--- src/rtl/ex_mul_seq.sv ---
// ex_mul_seq: iterative shift-and-add multiplier for the EX stage.
// Retires BITS_PER_CYCLE multiplier bits per BUSY cycle and returns the low
// DATA_W bits of the product. While the multiply runs it holds the upstream
// pipeline registers and the PC.
//
// Ports:
//   clk          clock, rising edge
//   rst          synchronous active-high reset
//   start        MUL instruction valid in EX
//   flush        kill the instruction in EX
//   op_a, op_b   multiplicand / multiplier (sampled on IDLE->BUSY only)
//   rd_in        destination register
//   stall        hold request for IF/ID, ID/EX and the PC
//   busy         state is BUSY
//   result_valid product valid this cycle (DONE, not flushed)
//   result       product, low DATA_W bits (held outside DONE)
//   rd_out       destination register tagged to result
module ex_mul_seq #(
  parameter int unsigned DATA_W         = 64,
  parameter int unsigned BITS_PER_CYCLE = 2
) (
  input  logic              clk,
  input  logic              rst,
  input  logic              start,
  input  logic              flush,
  input  logic [DATA_W-1:0] op_a,
  input  logic [DATA_W-1:0] op_b,
  input  logic [4:0]        rd_in,
  output logic              stall,
  output logic              busy,
  output logic              result_valid,
  output logic [DATA_W-1:0] result,
  output logic [4:0]        rd_out
);

  localparam int unsigned N    = DATA_W / BITS_PER_CYCLE;
  localparam int unsigned CntW = (N > 1) ? $clog2(N) : 1;

  typedef enum logic [1:0] {StIdle, StBusy, StDone} state_e;

  state_e              state_q, state_d;
  logic [CntW-1:0]     cnt_q, cnt_d;
  logic [DATA_W-1:0]   acc_q, acc_d;
  logic [DATA_W-1:0]   mcand_q, mcand_d;
  logic [DATA_W-1:0]   mplier_q, mplier_d;
  logic [4:0]          rd_tag_q, rd_tag_d;
  logic [DATA_W-1:0]   result_q, result_d;
  logic [4:0]          rd_out_q, rd_out_d;
  logic [DATA_W-1:0]   acc_sum;

  // Partial products of the low BITS_PER_CYCLE multiplier bits; carries past
  // DATA_W-1 fall off, which yields the low half of the product.
  always_comb begin
    acc_sum = acc_q;
    for (int unsigned k = 0; k < BITS_PER_CYCLE; k++) begin
      if (mplier_q[k]) begin
        acc_sum = acc_sum + (mcand_q << k);
      end
    end
  end

  always_comb begin
    state_d  = state_q;
    cnt_d    = cnt_q;
    acc_d    = acc_q;
    mcand_d  = mcand_q;
    mplier_d = mplier_q;
    rd_tag_d = rd_tag_q;
    result_d = result_q;
    rd_out_d = rd_out_q;
    unique case (state_q)
      StIdle: begin
        if (start && !flush) begin
          mcand_d  = op_a;
          mplier_d = op_b;
          rd_tag_d = rd_in;
          acc_d    = '0;
          cnt_d    = CntW'(N - 1);
          state_d  = StBusy;
        end
      end
      StBusy: begin
        if (flush) begin
          // Abandon the operation; result/rd_out keep their previous values.
          state_d = StIdle;
        end else begin
          acc_d    = acc_sum;
          mcand_d  = mcand_q << BITS_PER_CYCLE;
          mplier_d = mplier_q >> BITS_PER_CYCLE;
          if (cnt_q == '0) begin
            result_d = acc_sum;
            rd_out_d = rd_tag_q;
            state_d  = StDone;
          end else begin
            cnt_d = cnt_q - 1'b1;
          end
        end
      end
      StDone: begin
        // start is ignored here: ID/EX still holds the same MUL.
        state_d = StIdle;
      end
      default: state_d = StIdle;
    endcase
  end

  always_ff @(posedge clk) begin
    if (rst) begin
      state_q  <= StIdle;
      cnt_q    <= '0;
      acc_q    <= '0;
      mcand_q  <= '0;
      mplier_q <= '0;
      rd_tag_q <= '0;
      result_q <= '0;
      rd_out_q <= '0;
    end else begin
      state_q  <= state_d;
      cnt_q    <= cnt_d;
      acc_q    <= acc_d;
      mcand_q  <= mcand_d;
      mplier_q <= mplier_d;
      rd_tag_q <= rd_tag_d;
      result_q <= result_d;
      rd_out_q <= rd_out_d;
    end
  end

  assign busy         = (state_q == StBusy);
  assign stall        = (((state_q == StIdle) && start) || (state_q == StBusy)) && !flush;
  assign result_valid = (state_q == StDone) && !flush;
  assign result       = result_q;
  assign rd_out       = rd_out_q;

endmodule

--- config.mk ---
export PLATFORM = sky130hd
export DESIGN_NAME = ex_mul_seq
export DESIGN_NICKNAME = d
export VERILOG_FILES = /design/src/rtl/ex_mul_seq.sv
export SDC_FILE = /design/constraint.sdc
export NUM_CORES = 1
export LEC_CHECK = 0
export BUFFER_PORTS_ARGS = -buffer_cell sky130_fd_sc_hd__clkbuf_2
export CORE_AREA = 5 5 253 280
export CTS_BUF_LIST = sky130_fd_sc_hd__clkbuf_16
export CTS_CLUSTER_DIAMETER = 50
export CTS_CLUSTER_SIZE = 8
export DETAILED_ROUTE_END_ITERATION = 12
export DIE_AREA = 0 0 258 285
export PLACE_DENSITY = 0.46
export SYNTH_ARGS = -nofsm -noshare
export SYNTH_HDL_FRONTEND = slang
export SYNTH_SLANG_ARGS = --single-unit
--- constraint.sdc ---
create_clock -name clk -period 13.75 [get_ports clk]
set_input_delay 2.0625 -clock clk [delete_from_list [all_inputs] [get_ports clk]]
set_output_delay 2.0625 -clock clk [all_outputs]
set_load 0.1 [all_outputs]
Word level (Yosys, flattened, before mapping). Cells that the tools add are included.

Flip-flop bits (word level): 273. Logic and storage cells: 51.

Add/sub/neg operators: 3. Equality and inequality tests: 6. Muxes and demuxes: 19. Bitwise logic cells: 1. Reduce and logical (&&, ||, !) cells: 14.

Operators with widths (number): two-way mux 64 bit (8); one-hot mux 64 bit (2 select lines) (3); adder 64 bit (2); two-way mux 5 bit (3); one-hot mux 5 bit (2 select lines) (1); two-way mux 2 bit (3); inequality test 2 bit (second input constant) (3); AND reduction 3 bit (2); zero test 5 bit (1); subtractor 5 x 1 -> 5 bit (second input constant) (1); logical AND 1 bit (4); one-hot mux 2 bit (2 select lines) (1); AND reduction 2 bit (2); AND reduction 4 bit (1); inequality test 3 x 2 -> 1 bit (second input constant) (1); == test 2 x 1 -> 1 bit (second input constant) (1); == test 2 bit (second input constant) (1); zero test 2 bit (1); nonzero test 2 bit (1); zero test 1 bit (1); logical OR 1 bit (1); inverter 1 bit (1).

Longest topological paths before layout. Gate-level depths: netlist of the first run.

Word-level depth: 6. Gate-level depth with buffers: 24.

Worst setup path after synthesis of the first run. Ideal clock, no wire load.

Kind: input to output. Start: input port flush. End: output port stall. Arrival time: 4.281 ns. Setup slack: 7.406 ns. Stages on the path: 5. Path buffers: 2. Cell sequence: nor4b_2 > nor2_1 > inv_2 > clkbuf_1 > clkbuf_1.

Cells in the longest elaborated chain, start to end: 2.

Ends and longest elaborated chain: from (decl) (RTL line 25) `input logic flush,`; zero test 1 bit (RTL line 130) `assign stall = (((state_q == StIdle) && start) || (state_q == StBusy)) && !flush;`; logical AND 1 bit (RTL line 130); to (decl) (RTL line 29) `output logic stall,`.

Every way passes these cells.

Final worst setup path of the first run.
Start: register mcand_q[0]. End: register result_q[59] (netlist: result[59]).

Cells in the longest elaborated chain, start to end: 4.

Ends and longest elaborated chain: from (decl) (RTL line 44) `logic [DATA_W-1:0] mcand_q, mcand_d;`; from (signal assigned) (RTL line 121) `mcand_q <= mcand_d;`; adder 64 bit (RTL line 57) `acc_sum = acc_sum + (mcand_q << k);`; two-way mux 64 bit (RTL line 56) `if (mplier_q[k]) begin`; adder 64 bit (RTL line 57); two-way mux 64 bit (*) (RTL line 56); to (signal assigned) (RTL line 124) `result_q <= result_d;`; to (decl) (RTL line 47) `logic [DATA_W-1:0] result_q, result_d;`.

Every way passes the cells marked *; elsewhere a longest branch is shown, timed or not. A chain may end at the register's enable or synchronous reset.

==> impl_results.md, run 1 <==
* Status: completed
* H-tree levels at 2
* EDFF count, synth at 0
* Hpwl dp at 59.9 mm
* Vias in the first global route at 20300
* Compound-cell area share of the yosys netlist at 29.4%
* Slew headroom at 29.1%
* Clock buffer count from CTS at 49
* RSZ-0062 raised after global routing: no
* Post-CTS Resized at 0
* Boundary pin count at 209
* Later-pin clock latency in the skew report at 620 ps
* Post-CTS Setup Bufs at 0
* Worst Path Required at 14210 ps
* Wire per inst at 21.4 um
* Worst Min Path Start: rd_out[4]
* Post-synthesis sequential area ratio at 27.2%
* Clock root cell: clkbuf_16
* GRT Residual Overflow at 0
* R2r startpoint: mcand_q[0]
* Vias/cell at 5.54
* IO Port Bufs at 208
* Area leader, netlist: dfxtp_1
* Mux share of post-synthesis cell area at 4.15%
* Synth warn at 0
* GRT Total Usage at 20.5%
* Syn Area/Cell at 7.44 um2
* DR iter-0 viols at 1404
* Setup crit start kind: flip-flop
* Syn-to-layout area delta at 15.8%
* Net Count, Synth at 2962
* Ys flop type: dfxtp_1
* Mapped Cells at 2695
* Core area at 0.0674 mm2
* XOR/XNOR Fraction of Synth Area at 4.14%
* Worst r2r path cells at 21
* Die Ht at 285 um
* CTS clk-pin slew, worst paths at 50 ps
* Seq. cell area at 0.00547 mm2
* CP max-delay cell: nor3_1
* Max incr delay on CP at 690 ps
* Synth area leaders: dfxtp_1, nand2_1, ha_1, nor2_1, a311oi_1
* Pwr dens at 109 mW/mm2
* R2r endpoint: result[59]
* DRT Pass-1 Iters at 5
* Setup ws final at 7010 ps
* Setup TNS at 0 ps
* Internal reg-to-reg setup slack at 7010 ps
* Arrival time at the worst endpoint at 7200 ps
* # hold bufs at CTS at 0
* Die width at 258 um
* Asr flop ratio synth at 0%
* Largest family of logic cells by synthesized area: compound AO/OA/AOI/OAI gates
* Worst-margin pin slew at 1060 ps
* Site Rows at 100
* Post-place setup slack at 7090 ps
* Final ANT Viol Nets at 0
* Post-route DRC violation count at 0
* Yosys reg bits at 273
* Hold Crit Class: reg2reg
* Synth Area in Simple Gates at 22.4%
* Initial Util at 29.7%
* Top-count cell post-synth: nand2_1
* Antenna diode count at 0
* Max Clk Rate at 0.148 GHz
* Nature of the critical path endpoint: flip-flop
* Largest net degree at the start of global routing at 117
* Hold EP: rd_out[4]
* Clock tree sinks at 273
* Adder-cell area share of the yosys netlist at 8.18%
* CTS max path bufs at 3
* Max-Cap Viols at 0
* Via count at 20400
* Max Slew Vio Count at 0
* Fillers at 7324
* Nets at 3064
* First-pass GRT wire length at 121 mm
* Crit Path Category: reg2reg
* Leak at 9.61 nW
* Share of post-route cells with drive strength above 1 at 13.6%
* Die area at 0.0735 mm2
* Min cycle time layout at 6740 ps
* Setup Viol. Count Final at 0
* Yosys top cell area share at 27.2%
* Worst Hold Path Cells at 2
* CP max FO at 5
* Crit path cell chain: ha_1, inv_1, fa_1, nor2b_1, o31ai_1, a211oi_2, o2111ai_1, and3_1, o31ai_2, xor2_1, mux2_2, ha_1, and3_1, nand2_1, nor3_1, a211oi_1, a21boi_1, o311ai_0, o311ai_1, a311oi_1, a211oi_1
* Final Hold Fails at 0
* Post-route cell area at 0.0232 mm2
* TritonCTS clock tree: built
* Peak supply drop at 0.0843 mV
* Synth unique cells at 97
* Final WL at 79.1 mm
* RePlAce Congestion at 0.945
* Synth top cells by count: nand2_1, nor2_1, dfxtp_1
* Final cycle utilization of the critical path at 49.0%
* Synth Cell Area at 0.0201 mm2
* Multi-input gate area at 0.0137 mm2
* Worst Clk Skew at 42.6 ps
* Post-DP Area at 0.0217 mm2
* Antenna violations before repair at 0
## state kept, by name, summed over array words and instances (netlist names)
signal	flops
mplier_q	64
rd_out	5
rd_tag_q	5
mcand_q	64
acc_q	64
cnt_q	5
result	64
state_q	2
## cells in the final DEF, fill, tap and decap left out, types with 66 or more instances in the layout
| cell | count |
|---|---|
| nand2_1 | 462 |
| nor2_1 | 328 |
| dfxtp_1 | 271 |
| clkbuf_2 | 207 |
| a21oi_1 | 193 |
| a311oi_1 | 135 |
| ha_1 | 128 |
| o21ai_0 | 109 |
| a21o_1 | 71 |
| a211oi_1 | 66 |
## critical path: cells and delay by family (launching register included)
kind                       cells  cell delay [ps]
buffers and inverters          1               60
muxes                          1              310
xor gates and xnor gates       1              150
AOI/OAI and AO/OA             10             3090
adders and majority gates      3              970
and+or+nand+nor                5             1620
DFF                            1              390
## kinds of logic after synthesis
group	count (synthesis)
fa+ha+maj	130
flops	273
xor+xnor	94
compound gates	847
simple gates	1038
buf+inv	235
mux	78
## where the power goes
part           internal [mW]  leakage [nW]  switching (mW)
registers              0.838          2.23          0.0531
logic                  0.155          6.63           0.328
clock network          0.720         0.756           0.437
total                   1.71          9.61           0.818
## layout make-up
type / instances / area share, %
Tap cell: 867 / 4.67
Sequential cell: 273 / 23.5
Clock inverter: 27 / 1.35
Clock buffer: 49 / 5.28
Inverter: 57 / 0.964
Multi-Input combinational cell: 2187 / 59.0
Timing Repair Buffer: 229 / 5.20
## worst max-delay path by stage
stage	startpoint	endpoint	slack (ps)	cells after the start
final	mcand_q[0]	result[59]	7010	21
after floorplan	flush	stall	7410	5
after detailed placement	mcand_q[0]	result[59]	7090	21
after global placement	mcand_q[0]	result[59]	7160	21
after CTS	mcand_q[0]	result[59]	7060	21
after global routing	mcand_q[0]	result[59]	6780	21
## through the flow
stage	hold slack, ps	instances	utilization [%]	power (mW)
final	451	3689	34.4	2.53
after floorplan	432	2695	-	1.23
after global routing	470	3689	34.4	2.66
after detailed placement	446	3613	32.2	1.39
after global placement	442	3613	32.2	1.39
after CTS	453	3689	34.4	2.57
## routing by layer
layer / share of wire, % / GRT usage [%]
met1: 45 / 26.8
met2: 47 / 34.6
met3: 5.1 / 3.65
met4: 3.3 / 6.49
met5: 0 / 0
Power figures use the tool's default switching activity.
==> run 2, diff against run 1 <==
- PLACE_DENSITY: 0.46 -> 0.48
- clock period: 13.75 -> 5.5 ns (I/O delays scaled with it)
==> run 2 against run 1 <==
Against the previous run:
- non-clock buffer count up 321
- hold slack worse by 1.7 ps
- via count up 6.7%
- sequential share of layout area down 2.8 points
- first-iteration DRC count down 17%
- flip-flop and latch count unchanged
==> impl_results.md, run 2 (same netlist as run 1, synthesis figures left out) <==
* Crit Path Category: reg2reg (unchanged)
* Worst-margin pin slew at 1220 ps (was 1060 ps)
* Leak at 11.3 nW (was 9.61 nW)
* Hold Slack at 449 ps (was 451 ps)
* Final ANT Viol Nets at 0 (unchanged)
* GRT Residual Overflow at 0 (unchanged)
* Post-Route Utilization at 39.0% (was 34.4%)
* Internal at 4.46 mW (was 1.71 mW)
* Initial Util at 29.7% (unchanged)
* Final std cells w/o fill at 4004 (was 3689)
* Die Ht at 285 um (unchanged)
* Antenna diode count at 0 (unchanged)
* Nature of the critical path endpoint: flip-flop (unchanged)
* CTS max path bufs at 3 (unchanged)
* Post-route DRC violation count at 0 (unchanged)
* Post-route cell area at 0.0263 mm2 (was 0.0232 mm2)
* Fillers at 6989 (was 7324)
* CTS clk-pin slew, worst paths at 50 ps (about the same)
* CP max FO at 4 (was 5)
* Min cycle time layout at 5340 ps (was 6740 ps)
* Final WL at 82.9 mm (was 79.1 mm)
* Combinational power share at 22.4% (was 19.1%)
* Final cycle utilization of the critical path at 97.1% (was 49.0%)
* Share of post-route cells with drive strength above 1 at 25.6% (was 13.6%)
* Setup TNS at 0 ps (unchanged)
* Antenna violations before repair at 0 (unchanged)
* Clock root cell: clkbuf_16 (unchanged)
* GRT Total Usage at 21.4% (was 20.5%)
* Setup crit start: mcand_q[7] (was mcand_q[0])
* Slew headroom at 18.5% (was 29.1%)
* Later-pin clock latency in the skew report at 610 ps (was 620 ps)
* Boundary pin count at 209 (unchanged)
* Switching power of the nets at 2.11 mW (was 0.818 mW)
* Net Sw Frac at 32.1% (was 32.3%)
* Core area at 0.0674 mm2 (unchanged)
* Clock buffer count from CTS at 48 (was 49)
* First-pass GRT wire length at 127 mm (was 121 mm)
* H-tree levels at 2 (unchanged)
* Setup ws final at 158 ps (was 7010 ps)
* Wire per inst at 20.7 um (was 21.4 um)
* Syn-to-layout area delta at 31.3% (was 15.8%)
* Worst Path Required at 6000 ps (was 14210 ps)
* TritonCTS clock tree: built (unchanged)
* Max Clk Rate at 0.187 GHz (was 0.148 GHz)
* Most frequent cells in the layout: nand2_1, buf_4, nor2_1 (was nand2_1, nor2_1, dfxtp_1)
* Vias/cell at 5.45 (was 5.54)
* Worst Clk Skew at 41.9 ps (was 42.6 ps)
* RSZ-0062 raised after global routing: yes (was no)
* Worst r2r path cells at 22 (was 21)
* Reg power frac at 33.5% (was 35.2%)
* Die width at 258 um (unchanged)
* Clock tree sinks at 273 (unchanged)
* Clock Power Share at 44.1% (was 45.7%)
* Status: completed (unchanged)
* Hold Crit Class: reg2reg (unchanged)
* R2r startpoint: mcand_q[7] (was mcand_q[0])
* Final Hold Fails at 0 (unchanged)
* Critical path destination: result[58] (was result[59])
* Most common cell after layout, fill and taps aside: nand2_1 (unchanged)
* Pwr dens at 250 mW/mm2 (was 109 mW/mm2)
* Setup crit start kind: flip-flop (unchanged)
* Largest net degree at the start of global routing at 179 (was 117)
* Via count at 21800 (was 20400)
* Die area at 0.0735 mm2 (unchanged)
* Setup Viol. Count Final at 0 (unchanged)
* DR iter-0 viols at 1166 (was 1404)
* Site Rows at 100 (unchanged)
* Hpwl dp at 63.4 mm (was 59.9 mm)
* Max Slew Vio Count at 0 (unchanged)
* Post-place setup slack at -791 ps (was 7090 ps)
* Internal reg-to-reg setup slack at 160 ps (was 7010 ps)
* Power Total at 6.57 mW (was 2.53 mW)
* Peak supply drop at 0.204 mV (was 0.0843 mV)
* Multi-input gate area at 0.0144 mm2 (was 0.0137 mm2)
* DRT Pass-1 Iters at 7 (was 5)
* Post-DP Area at 0.0241 mm2 (was 0.0217 mm2)
* Placed Cells at 3925 (was 3613)
* IO Port Bufs at 208 (unchanged)
* RePlAce Congestion at 0.943 (was 0.945)
* Vias in the first global route at 21700 (was 20300)
* Max-Cap Viols at 0 (unchanged)
* Seq. cell area at 0.00547 mm2 (about the same)
* Arrival time at the worst endpoint at 5840 ps (was 7200 ps)
* # hold bufs at CTS at 0 (unchanged)
* R2r endpoint: result[58] (was result[59])
* Nets at 3384 (was 3064)
==> run 2: cell count changes in the layout (fill, tap and decap cells not counted), moves of 5 or more <==
cell,delta
o21ai_0,-13
a21oi_1,-17
a211oi_1,-11
nor3_1,-6
ha_1,-12
ha_4,+6
buf_4,+317
a21oi_2,+14
o31ai_4,+5
o21ai_2,+7
o31ai_1,-6
o21ai_1,+6
a211oi_2,+9
ha_2,+6
==> run 2: area by class of cell <==
class	instances	area share, %
clock buffer	48	4.56
clock inverter	22	1.24
inverter	57	0.851
timing repair buffer	550	13.9
sequential	273	20.8
tap	867	4.12
multi-input combinational	2187	54.5
==> run 2: timing repair <==
item                                    in CTS  in global routing
buffers inserted                             3                  8
gates resized for setup                     41                105
pin swaps                                    9                 40
endpoints found under the setup margin      41                 59
==> run 2: worst min-delay path by stage <==
stage,startpoint,endpoint,slack (ps),depth (start not counted)
finish,mplier_q[5],mplier_q[3],450,2
global route,rd_in[3],rd_tag_q[3],430,3
CTS,rd_in[2],rd_tag_q[2],410,3
detailed placement,rd_tag_q[1],rd_out[1],450,2
global placement,rd_tag_q[2],rd_out[2],440,2
floorplan,rd_tag_q[0],rd_out[0],430,2
==> run 2: power by group through the flow <==
stage / Combinational, mW / Sequential (mW) / Clock (mW)
2_1_floorplan: 0.795 / 2.29 / 0
3_3_place_gp: 1.42 / 2.24 / 0
3_5_place_dp: 1.44 / 2.24 / 0
4_1_cts: 1.45 / 2.20 / 2.99
5_1_grt: 1.60 / 2.21 / 3.07
6_report: 1.47 / 2.20 / 2.90
==> run 2: critical path, cell delays in order (launching register included) <==
cell and delay (ps):
dfxtp_1 320, ha_2 380, nand4_4 160, nor4_4 360
nor2_2 100, a211o_1 310, a21oi_2 200, a21oi_2 130
o31ai_4 290, xnor2_1 150, o21ai_1 100, ha_1 370
a21o_1 200, a21o_1 190, a21oi_2 190, o31ai_1 120
a221oi_1 340, o31ai_2 110, buf_4 180, a21o_4 250
a31oi_2 180, mux2_4 340, a311oi_2 270
==> run 2: layer usage <==
metal	global-route usage, %	part of all wire [%]
met5	0	0
met4	6.64	3.3
met3	3.27	5.1
met1	27.5	44
met2	36.9	48
